$ cat src/rtl/reg_wr_demux.sv
// Write-side decode path of the register file: a 2-entry request FIFO that
// drains one {addr, data} entry per cycle into a one-hot write enable.
// Writes to register 0 are accepted, discarded and counted.
module reg_wr_demux (
    input  logic        clk,
    input  logic        reset,
    input  logic        in_valid,
    output logic        in_ready,
    input  logic [4:0]  in_addr,
    input  logic [31:0] in_data,
    input  logic        stall,
    output logic [31:0] we,
    output logic [31:0] wd,
    output logic [4:0]  wr_addr,
    output logic [1:0]  pending,
    output logic [7:0]  drop_cnt
);

    // Encoding equals the buffered entry count, so pending is the state itself.
    typedef enum logic [1:0] {
        EMPTY = 2'd0,
        ONE   = 2'd1,
        FULL  = 2'd2
    } state_t;

    state_t      state;
    logic [4:0]  slot_addr [2];
    logic [31:0] slot_data [2];
    logic        wr_ptr;
    logic        rd_ptr;

    logic        accept;
    logic        push;
    logic        drop;
    logic        pop;
    logic [4:0]  head_addr;
    logic [31:0] head_data;

    // Ready comes from the count register alone; no path from stall or in_valid.
    assign in_ready = (state != FULL);
    assign pending  = state;

    // Handshake and drain decode for the current cycle.
    always_comb begin
        // NOTE: every signal gets a default first so always_comb cannot infer a latch.
        accept    = 1'b0;
        push      = 1'b0;
        drop      = 1'b0;
        pop       = 1'b0;
        head_addr = slot_addr[rd_ptr];
        head_data = slot_data[rd_ptr];
        accept    = in_valid && in_ready;
        push      = accept && (in_addr != 5'd0);
        drop      = accept && (in_addr == 5'd0);
        // Pop looks at the registered count, so a push into EMPTY drains next edge.
        pop       = (state != EMPTY) && !stall;
    end

    // Entry storage; validity is tracked by state, so the slots need no reset.
    always_ff @(posedge clk) begin
        // NOTE: storage arrays are left unreset; invalidation happens through the count.
        if (!reset && push) begin
            slot_addr[wr_ptr] <= in_addr;
            slot_data[wr_ptr] <= in_data;
        end
    end

    // FIFO state, pointers, registered write port and drop counter.
    always_ff @(posedge clk) begin
        // NOTE: sequential state uses non-blocking assignments so all registers update together.
        if (reset) begin
            state    <= EMPTY;
            wr_ptr   <= 1'b0;
            rd_ptr   <= 1'b0;
            we       <= 32'd0;
            wd       <= 32'd0;
            wr_addr  <= 5'd0;
            drop_cnt <= 8'd0;
        end else begin
            case (state)
                EMPTY:   if (push) state <= ONE;
                ONE: begin
                    if (push && !pop)      state <= FULL;
                    else if (!push && pop) state <= EMPTY;
                end
                FULL:    if (pop) state <= ONE;
                default: state <= EMPTY;
            endcase

            if (push) wr_ptr <= ~wr_ptr;
            if (pop)  rd_ptr <= ~rd_ptr;

            // Register 0 is never enqueued, so we[0] cannot be driven.
            if (pop) begin
                we      <= 32'd1 << head_addr;
                wd      <= head_data;
                wr_addr <= head_addr;
            end else begin
                we      <= 32'd0;
            end

            if (drop && (drop_cnt != 8'hFF)) drop_cnt <= drop_cnt + 8'd1;
        end
    end

endmodule
$ cat config.mk
export PLATFORM = sky130hd
export DESIGN_NAME = reg_wr_demux
export DESIGN_NICKNAME = d
export VERILOG_FILES = /design/src/rtl/reg_wr_demux.sv
export SDC_FILE = /design/constraint.sdc
export NUM_CORES = 1
export LEC_CHECK = 0
export ABC_CLOCK_PERIOD_IN_PS = 13690
export BUFFER_PORTS_ARGS = -buffer_cell sky130_fd_sc_hd__clkbuf_2
export CORE_ASPECT_RATIO = 1.75
export CORE_MARGIN = 2
export CORE_UTILIZATION = 56
export CTS_CLUSTER_SIZE = 8
export DETAILED_ROUTE_END_ITERATION = 8
export HOLD_SLACK_MARGIN = 0.03
export PLACE_DENSITY = 0.82
export SETUP_SLACK_MARGIN = 0.3
export SLEW_MARGIN = 15
export SYNTH_ARGS = -nofsm -noshare
export SYNTH_HDL_FRONTEND = slang
export SYNTH_SLANG_ARGS = --single-unit
$ cat constraint.sdc
create_clock -name clk -period 13.69 [get_ports clk]
set_clock_uncertainty 0.15 [all_clocks]
set_input_delay 2.738 -clock clk [delete_from_list [all_inputs] [get_ports clk]]
set_output_delay 2.738 -clock clk [all_outputs]
set_load 0.01 [all_outputs]
Word level (Yosys, flattened, before mapping)

Memories as Yosys holds them, arrays and structs flattened. A register that Yosys moved wholly into a read port is not among the register bits.
Cells that the tools add are included.

Add/sub/neg operators: 1
Muxes and demuxes: 9
Shifts and indexed selects: 1
Reduce and logical (&&, ||, !) cells: 18
Magnitude comparators: 0
Divide/modulo/power cells: 0
Bitwise operators: 3
$mul: 0
Eq/ne operators: 7

Operators by type and width:

| cell                 | count |
|---|---|
| $shl 1x5->32 const A | 1 |
| $add 8x1->8 const B  | 1 |
| $logic_and 1x1->1    | 8 |
| $mux 2               | 4 |
| $ne 8x8->1 const B   | 1 |
| $ne 2x2->1 const B   | 3 |
| $pmux 2 s3           | 1 |
| $logic_not 5->1      | 1 |
| $reduce_bool 5->1    | 1 |
| $logic_not 1->1      | 4 |
| $mux 1               | 4 |
| $ne 3x3->1 const B   | 1 |
| $not 1->1            | 3 |
| $reduce_and 3->1     | 1 |
| $eq 2x1->1 const B   | 1 |
| $eq 2x2->1 const B   | 1 |
| $logic_not 2->1      | 1 |
| $reduce_bool 2->1    | 1 |
| $reduce_or 2->1      | 1 |

Register bits: 49
ROM bits: 0
Latch bits: 0
Memories: 2
Bits in writable memories: 74

Memories:

| name      | depth | width | read ports | clocked after Yosys merged registers in | wr ports | line | text |
|---|---|---|---|---|---|---|---|
| slot_data | 2     | 32    | 1          | 1                                       | 1        | 28   | `logic [31:0] slot_data [2];` |
| slot_addr | 2     | 5     | 1          | 1                                       | 1        | 27   | `logic [4:0] slot_addr [2];` |

Depth between registers and ports, before layout

Gate-level depths: netlist of run 1.

Depth in word-level cells: 8
Depth in mapped cells: 7
Depth with buffers taken out: 5

Least setup slack after synthesis of run 1

No wires, ideal clock.

Path kind: input to register
Start point: input reset
End point: memory slot_addr[1][0] (enable)
Setup time: 0.485 ns
Data required time: 13.055 ns
Path slack: 7.154 ns
Arrival: 5.901 ns
Stages on the path: 3
Path through: buf_1 clkbuf_1 nor3b_1

Cells in the longest elaborated chain, start to end: 4

Ends and longest elaborated chain:

| element                      | line | text |
|---|---|---|
| start: declaration           | 6    | `input logic reset,` |
| $logic_not 1->1              | 62   | `if (!reset && push) begin` |
| $logic_and 1x1->1            | 62   |  |
| $mux 1                       | 62   |  |
| $mux 1 (not written as such) | 63   | `slot_addr[wr_ptr] <= in_addr;` |
| end: declaration             | 27   |  |

Every way passes these cells.

Worst setup path after layout of run 1

Start point: input in_addr[0]
End point: memory slot_data[1][31] (enable)

Cells in the longest elaborated chain, start to end: 5

Ends and longest elaborated chain:

| element                      | line | text |
|---|---|---|
| start: declaration           | 9    | `input logic [4:0] in_addr,` |
| $reduce_bool 5->1            | 53   | `push = accept && (in_addr != 5'd0);` |
| $logic_and 1x1->1            | 53   |  |
| $logic_and 1x1->1            | 62   |  |
| $mux 1                       | 62   |  |
| $mux 1 (not written as such) | 64   | `slot_data[wr_ptr] <= in_data;` |
| end: declaration             | 28   |  |

Every way passes these cells.

==> key figures, run 1 <==
Clock network
  – TritonCTS buffer count: 17
  – Reg clk slew, reported paths: 0.06 ns
  – Max clock buf depth: 2
  – Deepest level of the CTS H-tree: 4
  – Later-pin clock latency in the skew report: 0.41 ns
  – Setup Buffers After CTS: 0
  – CTS Sinks: 156
  – TritonCTS clock tree: yes
  – Gates resized, CTS repair: 0
  – CTS Hold Bufs: 0
  – CTS root buf: clkbuf_16

Synth
  – Post-synth net total: 456
  – Simple-Gate Fraction of Synth Area: 11.2%
  – Adder-Cell Fraction of Synth Area: 0.231%
  – Async set or reset register ratio after synthesis: 0%
  – Synth area leaders: edfxtp_1 (41%), dfxtp_1 (30%), mux2i_1 (6.3%)
  – Post-Synthesis Cells: 414
  – Synth cell types: 40
  – Ys Warns: 0
  – Avg Inst Size Synth: 13.1 µm²
  – Largest family of logic cells by synthesized area: simple AND/OR/NAND/NOR gates
  – Mux share of post-synthesis cell area: 6.30%
  – Post-synth top area cell: edfxtp_1
  – Yosys top cell area share: 41.1%
  – Compound-Gate Fraction of Synth Area: 8.54%
  – XOR/XNOR Fraction of Synth Area: 0.324%
  – Count leader, synth: dfxtp_1
  – Synth Register Bits: 156
  – Post-synth EDFFs: 74
  – Synthesized cell area: 5410 µm²
  – Prevailing post-synth register cell: dfxtp_1
  – Most common library cells after synthesis: dfxtp_1 (82), nor2_1 (79), edfxtp_1 (74)
  – Sequential-to-total area share from yosys stat: 71.5%

Worst setup path
  – FF-to-FF Start: pending[0]
  – Crit-path leading delay family: simple AND/OR/NAND/NOR gates
  – Register-to-register setup slack: 11.29 ns
  – Slowest cell delay on critical path: 0.55 ns
  – Reg2reg path depth: 5
  – Worst EP arrival: 4.46 ns
  – Slowest CP cell: or4_4
  – CP Buf/Inv Count: 2
  – CP Max Fanout: 32
  – Setup CP Type: input port to flip-flop
  – WP data required: 13.65 ns
  – Worst flop-to-flop path endpoint: slot_data[1][31]
  – Crit path depth: 5
  – Startpoint Class: input port
  – Worst-path cell chain: clkbuf_2, or4_4, o211ai_1, nor3b_2, buf_4
  – CP Capture Type: flip-flop

Floorplanning
  – Initial Util: 57.4%
  – Row cnt: 47
  – Die area: 10500 µm²
  – Die Height: 134 µm
  – Core area: 9410 µm²
  – Die W: 78.3 µm
  – Num ports: 121

Timing
  – Final Max Tran Viols: 0
  – Rel. slew slack: 31.9%
  – Fin. Hold Viols: 0
  – Hold Slack: 0.349 ns
  – Upper clock frequency limit: 0.223 GHz
  – Fin worst setup slack: 9.20 ns
  – Post-layout minimum cycle time: 4.49 ns
  – Unrepaired setup endpoints after global routing: false
  – Setup violations, final: 0
  – Least-Margin Pin Slew: 1.02 ns
  – Fin crit share: 32.8%
  – Setup TNS: 0 ns

GRT
  – Global-route wire length before repair: 17400 µm
  – Largest net degree at the start of global routing: 55
  – Global Route Usage Sum: 21.8%
  – Global route overflow: 0
  – Number of antenna violations at the first check in global routing: 0
  – Vias in the first global route: 3656

Worst hold path
  – Hold EP: wd[19]
  – Hold_sp: wd[19]
  – Hold Path Depth: 2
  – Hold crit path type: flip-flop to flip-flop

Finish
  – N_diodes: 0
  – Share of cells above drive strength 1: 29.4%
  – Fillers: 654
  – Area Growth Syn to Fin: 25.0%
  – Register Area: 3860 µm²
  – Multi-input gate area: 1460 µm²
  – # nets final: 577

Outcome
  – Status: completed

Place
  – Worst slack, placed: 8.76 ns
  – Port buffer count: 120
  – GP Congestion: 0.936
  – Post-DP HPWL: 7460 µm

Routing
  – Final wirelength: 10900 µm
  – Drt pass-1 iters: 4
  – DR WL/cell: 16.3 µm
  – Drt first-iter violations: 126
  – DRC Markers: 0
  – Vias: 3674
  – Post-route ant nets: 0
  – Vias per cell: 5.48

Power
  – Power per standard cell area: 161 nW/µm²
  – Leakage: 2.55 nW
  – Combinational share of power: 6.5%
  – Pint: 0.000849 W
  – Clk network pwr share: 45.3%
  – Switching power: 0.000236 W
  – VDD IR max: 0.140 mV
  – Sequential Power Share: 48.2%
  – Switch share: 21.7%

Job
  – Max-cap violations: 0
[layout by cell type (no fill, tap or decap), types with 3 or more instances in the layout]
cell	netlist	layout
nor2_1	79	79
bufinv_16	0	4
mux2i_1	34	34
o21ai_0	4	4
nand4_1	3	3
nand3_1	10	10
clkbuf_2	1	120
dfxtp_1	82	81
nor2b_1	6	5
buf_4	0	4
nand2b_1	3	3
edfxtp_1	74	74
nor3_1	5	4
a21oi_1	6	6
o22a_1	3	3
clkinvlp_4	0	4
clkbuf_16	0	17
nand2_1	9	9
a211oi_1	37	37
nor4_1	4	4
inv_1	5	5
[registers in the layout, indices dropped and copies added (netlist names), named ones only]
signal and flops:
drop_cnt 8, pending 2, rd_ptr 1, slot_addr 10, slot_data 64, wd 32
we 32, wr_addr 5, wr_ptr 1
[layout make-up]
type	instances	share of cell area, %
clock buffer	19	6.56
clock inverter	13	2.80
inverter	5	0.278
multi-input combinational	231	21.6
sequential	156	57.2
tap	122	2.26
timing repair buffer	124	9.34
[layer usage]
metal	GRT usage (%)	vias to the layer above	part of all wire (%)
li1	-	1768	-
met1	22.5	1748	36
met2	40.7	136	57
met3	5.52	22	4.6
met4	9.75	0	2.2
met5	0	-	0
[logic make-up after synthesis]
group | count (synthesis)
flip-flops | 156
adder cells (fa/ha/maj) | 1
AO/OA/AOI/OAI | 63
buffers and inverters | 27
XOR/XNOR | 2
AND/OR/NAND/NOR | 131
multiplexers | 34
[how the worst max path moves through the flow]
stage | startpoint | to | slack, ns
final | in_addr[0] | slot_data[1][31] | 9.20
after floorplan | reset | slot_addr[1][0] | 7.15
after CTS | in_addr[0] | slot_data[1][3] | 9.20
after global placement | in_addr[0] | slot_data[1][18] | 8.86
after global routing | in_addr[0] | slot_data[1][31] | 9.07
after detailed placement | in_addr[0] | slot_data[1][18] | 8.76
[stage by stage]
stage          util (%)  total power [W]  instance area, µm²  cells
3_3_place_gp       65.1         0.000600                6120    638
6_report           71.8          0.00109                6760    670
5_1_grt            71.8          0.00112                6760    670
4_1_cts            71.8          0.00109                6760    670
2_1_floorplan         -         0.000574                5410    414
3_5_place_dp       65.1         0.000604                6120    638
[power groups by stage]
| stage | Combinational, W | Sequential, W | Clock, W |
|---|---|---|---|
| floorplan | 0.0000426 | 0.000531 | 0 |
| global placement | 0.0000686 | 0.000532 | 0 |
| detailed placement | 0.0000709 | 0.000533 | 0 |
| CTS | 0.0000715 | 0.000523 | 0.000497 |
| global route | 0.0000776 | 0.000525 | 0.000516 |
| finish | 0.0000707 | 0.000523 | 0.000491 |
[worst register-to-register path, stage by stage (launching register included)]
cell and delay, ns:
dfxtp_1 0.41, nor2b_1 0.11, inv_1 0.12, o211ai_1 0.27, nor3b_2 0.49, buf_4 0.48
Note: power is estimated with default switching activity, not from simulation.
==> inputs of run 2 (changes only) <==
--- a/config.mk
+++ b/config.mk
@@ -5,15 +5,15 @@
 export SDC_FILE = /design/constraint.sdc
 export NUM_CORES = 1
 export LEC_CHECK = 0
-export ABC_CLOCK_PERIOD_IN_PS = 13690
+export ABC_CLOCK_PERIOD_IN_PS = 4100
 export BUFFER_PORTS_ARGS = -buffer_cell sky130_fd_sc_hd__clkbuf_2
 export CORE_ASPECT_RATIO = 1.75
 export CORE_MARGIN = 2
-export CORE_UTILIZATION = 56
+export CORE_UTILIZATION = 48
 export CTS_CLUSTER_SIZE = 8
 export DETAILED_ROUTE_END_ITERATION = 8
 export HOLD_SLACK_MARGIN = 0.03
-export PLACE_DENSITY = 0.82
+export PLACE_DENSITY = 0.75
 export SETUP_SLACK_MARGIN = 0.3
 export SLEW_MARGIN = 15
 export SYNTH_ARGS = -nofsm -noshare
==> constraint.sdc (replaced) <==
create_clock -name clk -period 4.1 [get_ports clk]
set_clock_uncertainty 0.15 [all_clocks]
set_input_delay 0.82 -clock clk [delete_from_list [all_inputs] [get_ports clk]]
set_output_delay 0.82 -clock clk [all_outputs]
set_load 0.01 [all_outputs]
==> run 2 against run 1 <==
Cell area down 0.59%. Via count down 3.0%. Utilization down 11 points. Sequential cell count unchanged. Total power rose to 3.2 times the previous value. Wire length down 1.0%. Setup slack worse by 7.8 ns. Critical endpoint is now slot_data[0][20]. Largest cell class unchanged. Highest routed layer unchanged.
==> key figures, run 2 (synthesized netlist as in run 1, its figures left out) <==
Outcome
  – Status: completed

GRT
  – Global Route Usage Sum: 18.5%
  – Global-route wire length before repair: 17000 µm
  – Largest net degree at the start of global routing: 62
  – Global route overflow: 0
  – Vias in the first global route: 3460
  – Number of antenna violations at the first check in global routing: 0

Finish
  – N_diodes: 0
  – Top flop regs: slot_data x64, wd x32, we x32
  – Largest register by flop count: slot_data
  – Share of cells above drive strength 1: 28.6%
  – Area Growth Syn to Fin: 24.2%
  – Most common cell after layout, fill and taps aside: clkbuf_2
  – Fin util: 60.8%
  – Most frequent cells in the layout: clkbuf_2 (120), dfxtp_1 (81), nor2_1 (79), edfxtp_1 (74), a211oi_1 (37)
  – Fillers: 903
  – Max reg flops: 64
  – # nets final: 577

Routing
  – Drt first-iter violations: 166
  – Final wirelength: 10800 µm
  – DR WL/cell: 15.9 µm
  – DRC Markers: 0
  – Vias: 3562
  – Post-route ant nets: 0
  – Vias per cell: 5.24
  – Drt pass-1 iters: 6

Floorplanning
  – Num ports: 121
  – Row cnt: 51
  – Die W: 84.2 µm
  – Initial Util: 49.0%
  – Die Height: 144 µm
  – Core area: 11000 µm²
  – Die area: 12200 µm²

Power
  – Switch share: 21.6%
  – Switching power: 0.000742 W
  – Leakage: 2.54 nW
  – Combinational share of power: 6.9%
  – Sequential Power Share: 50.8%
  – Pint: 0.00270 W
  – VDD IR max: 0.344 mV
  – Clk network pwr share: 42.3%
  – Power per standard cell area: 512 nW/µm²

Worst setup path
  – CP Buf/Inv Count: 2
  – Slowest CP cell: o211ai_1
  – Setup CP Type: input port to flip-flop
  – Worst-path cell chain: clkbuf_2, or4_4, o211ai_1, nor3_4, buf_4
  – Startpoint Class: input port
  – Worst EP arrival: 2.63 ns
  – Crit-path leading delay family: simple AND/OR/NAND/NOR gates
  – Slowest cell delay on critical path: 0.68 ns
  – CP Capture Type: flip-flop
  – WP data required: 4.06 ns
  – CP Max Fanout: 32

Clock network
  – Later-pin clock latency in the skew report: 0.41 ns
  – TritonCTS buffer count: 17
  – CTS Sinks: 156
  – Reg clk slew, reported paths: 0.06 ns
  – CTS root buf: clkbuf_16
  – Max clock buf depth: 2
  – Deepest level of the CTS H-tree: 4
  – TritonCTS clock tree: yes
  – Gates resized, CTS repair: 0
  – Setup Buffers After CTS: 0
  – CTS Hold Bufs: 0

Timing
  – Post-layout minimum cycle time: 2.66 ns
  – Setup violations, final: 0
  – Unrepaired setup endpoints after global routing: false
  – Fin crit share: 64.9%
  – Rel. slew slack: 33.5%
  – Fin. Hold Viols: 0
  – Upper clock frequency limit: 0.376 GHz
  – Setup TNS: 0 ns
  – Least-Margin Pin Slew: 0.997 ns
  – Final Max Tran Viols: 0

Place
  – GP Congestion: 0.795
  – Post-DP HPWL: 7400 µm
  – Port buffer count: 120

Job
  – Max-cap violations: 0

Worst hold path
  – Hold crit path type: flip-flop to flip-flop
[run 2: path summary, 6_finish.rpt]
path | startpoint | depth (start not counted) | slack [ns] | end
setup reg to reg | pending[0] | 5 | 1.74 | slot_data[0][20]
hold reg to reg | wd[19] | 2 | 0.35 | wd[19]
hold / removal | wd[19] | 2 | 0.35 | wd[19]
setup / recovery | in_addr[0] | 5 | 1.44 | slot_data[0][20]
[run 2: layout make-up]
type	instances	area (µm²)	area share, %
Clock buffer	28	539	8.03
Inverter	5	18.8	0.279
Clock inverter	4	27.5	0.410
Multi-Input combinational cell	231	1470	21.9
Tap cell	132	165	2.46
Timing Repair Buffer	124	631	9.39
Sequential cell	156	3860	57.6
[run 2: per-layer routing]
layer  wire (µm)  up-vias  global-route usage [%]  share of wire, %
met5           0        -                       0                 0
met3         599        9                    5.14               5.5
met2        6170      112                    35.6                57
met4         102        0                    7.98              0.94
li1            -     1766                       -                 -
met1        3930     1675                    18.1                36
[run 2: metrics by stage]
stage / instances / area, µm² / power [W] / hold slack [ns] / setup WS (ns)
finish: 680 / 6720 / 0.00344 / 0.346 / 1.44
global route: 680 / 6720 / 0.00357 / 0.373 / 1.34
CTS: 680 / 6720 / 0.00347 / 0.348 / 1.44
detailed placement: 648 / 6150 / 0.00202 / 0.340 / 1.03
global placement: 648 / 6150 / 0.00201 / 0.335 / 1.11
floorplan: 414 / 5420 / 0.00192 / 0.361 / 0.792
[run 2: worst min-delay path, cell delays in order (launching register included)]
cell and delay (ns):
dfxtp_1 0.31, nor2_1 0.09, a211oi_1 0.05
[run 2: power by group through the flow]
stage,clock network (W),registers (W),logic (W)
6_report,0.00145,0.00175,0.000237
5_1_grt,0.00155,0.00176,0.000261
4_1_cts,0.00148,0.00175,0.000242
3_5_place_dp,0,0.00178,0.000240
3_3_place_gp,0,0.00178,0.000231
2_1_floorplan,0,0.00177,0.000143
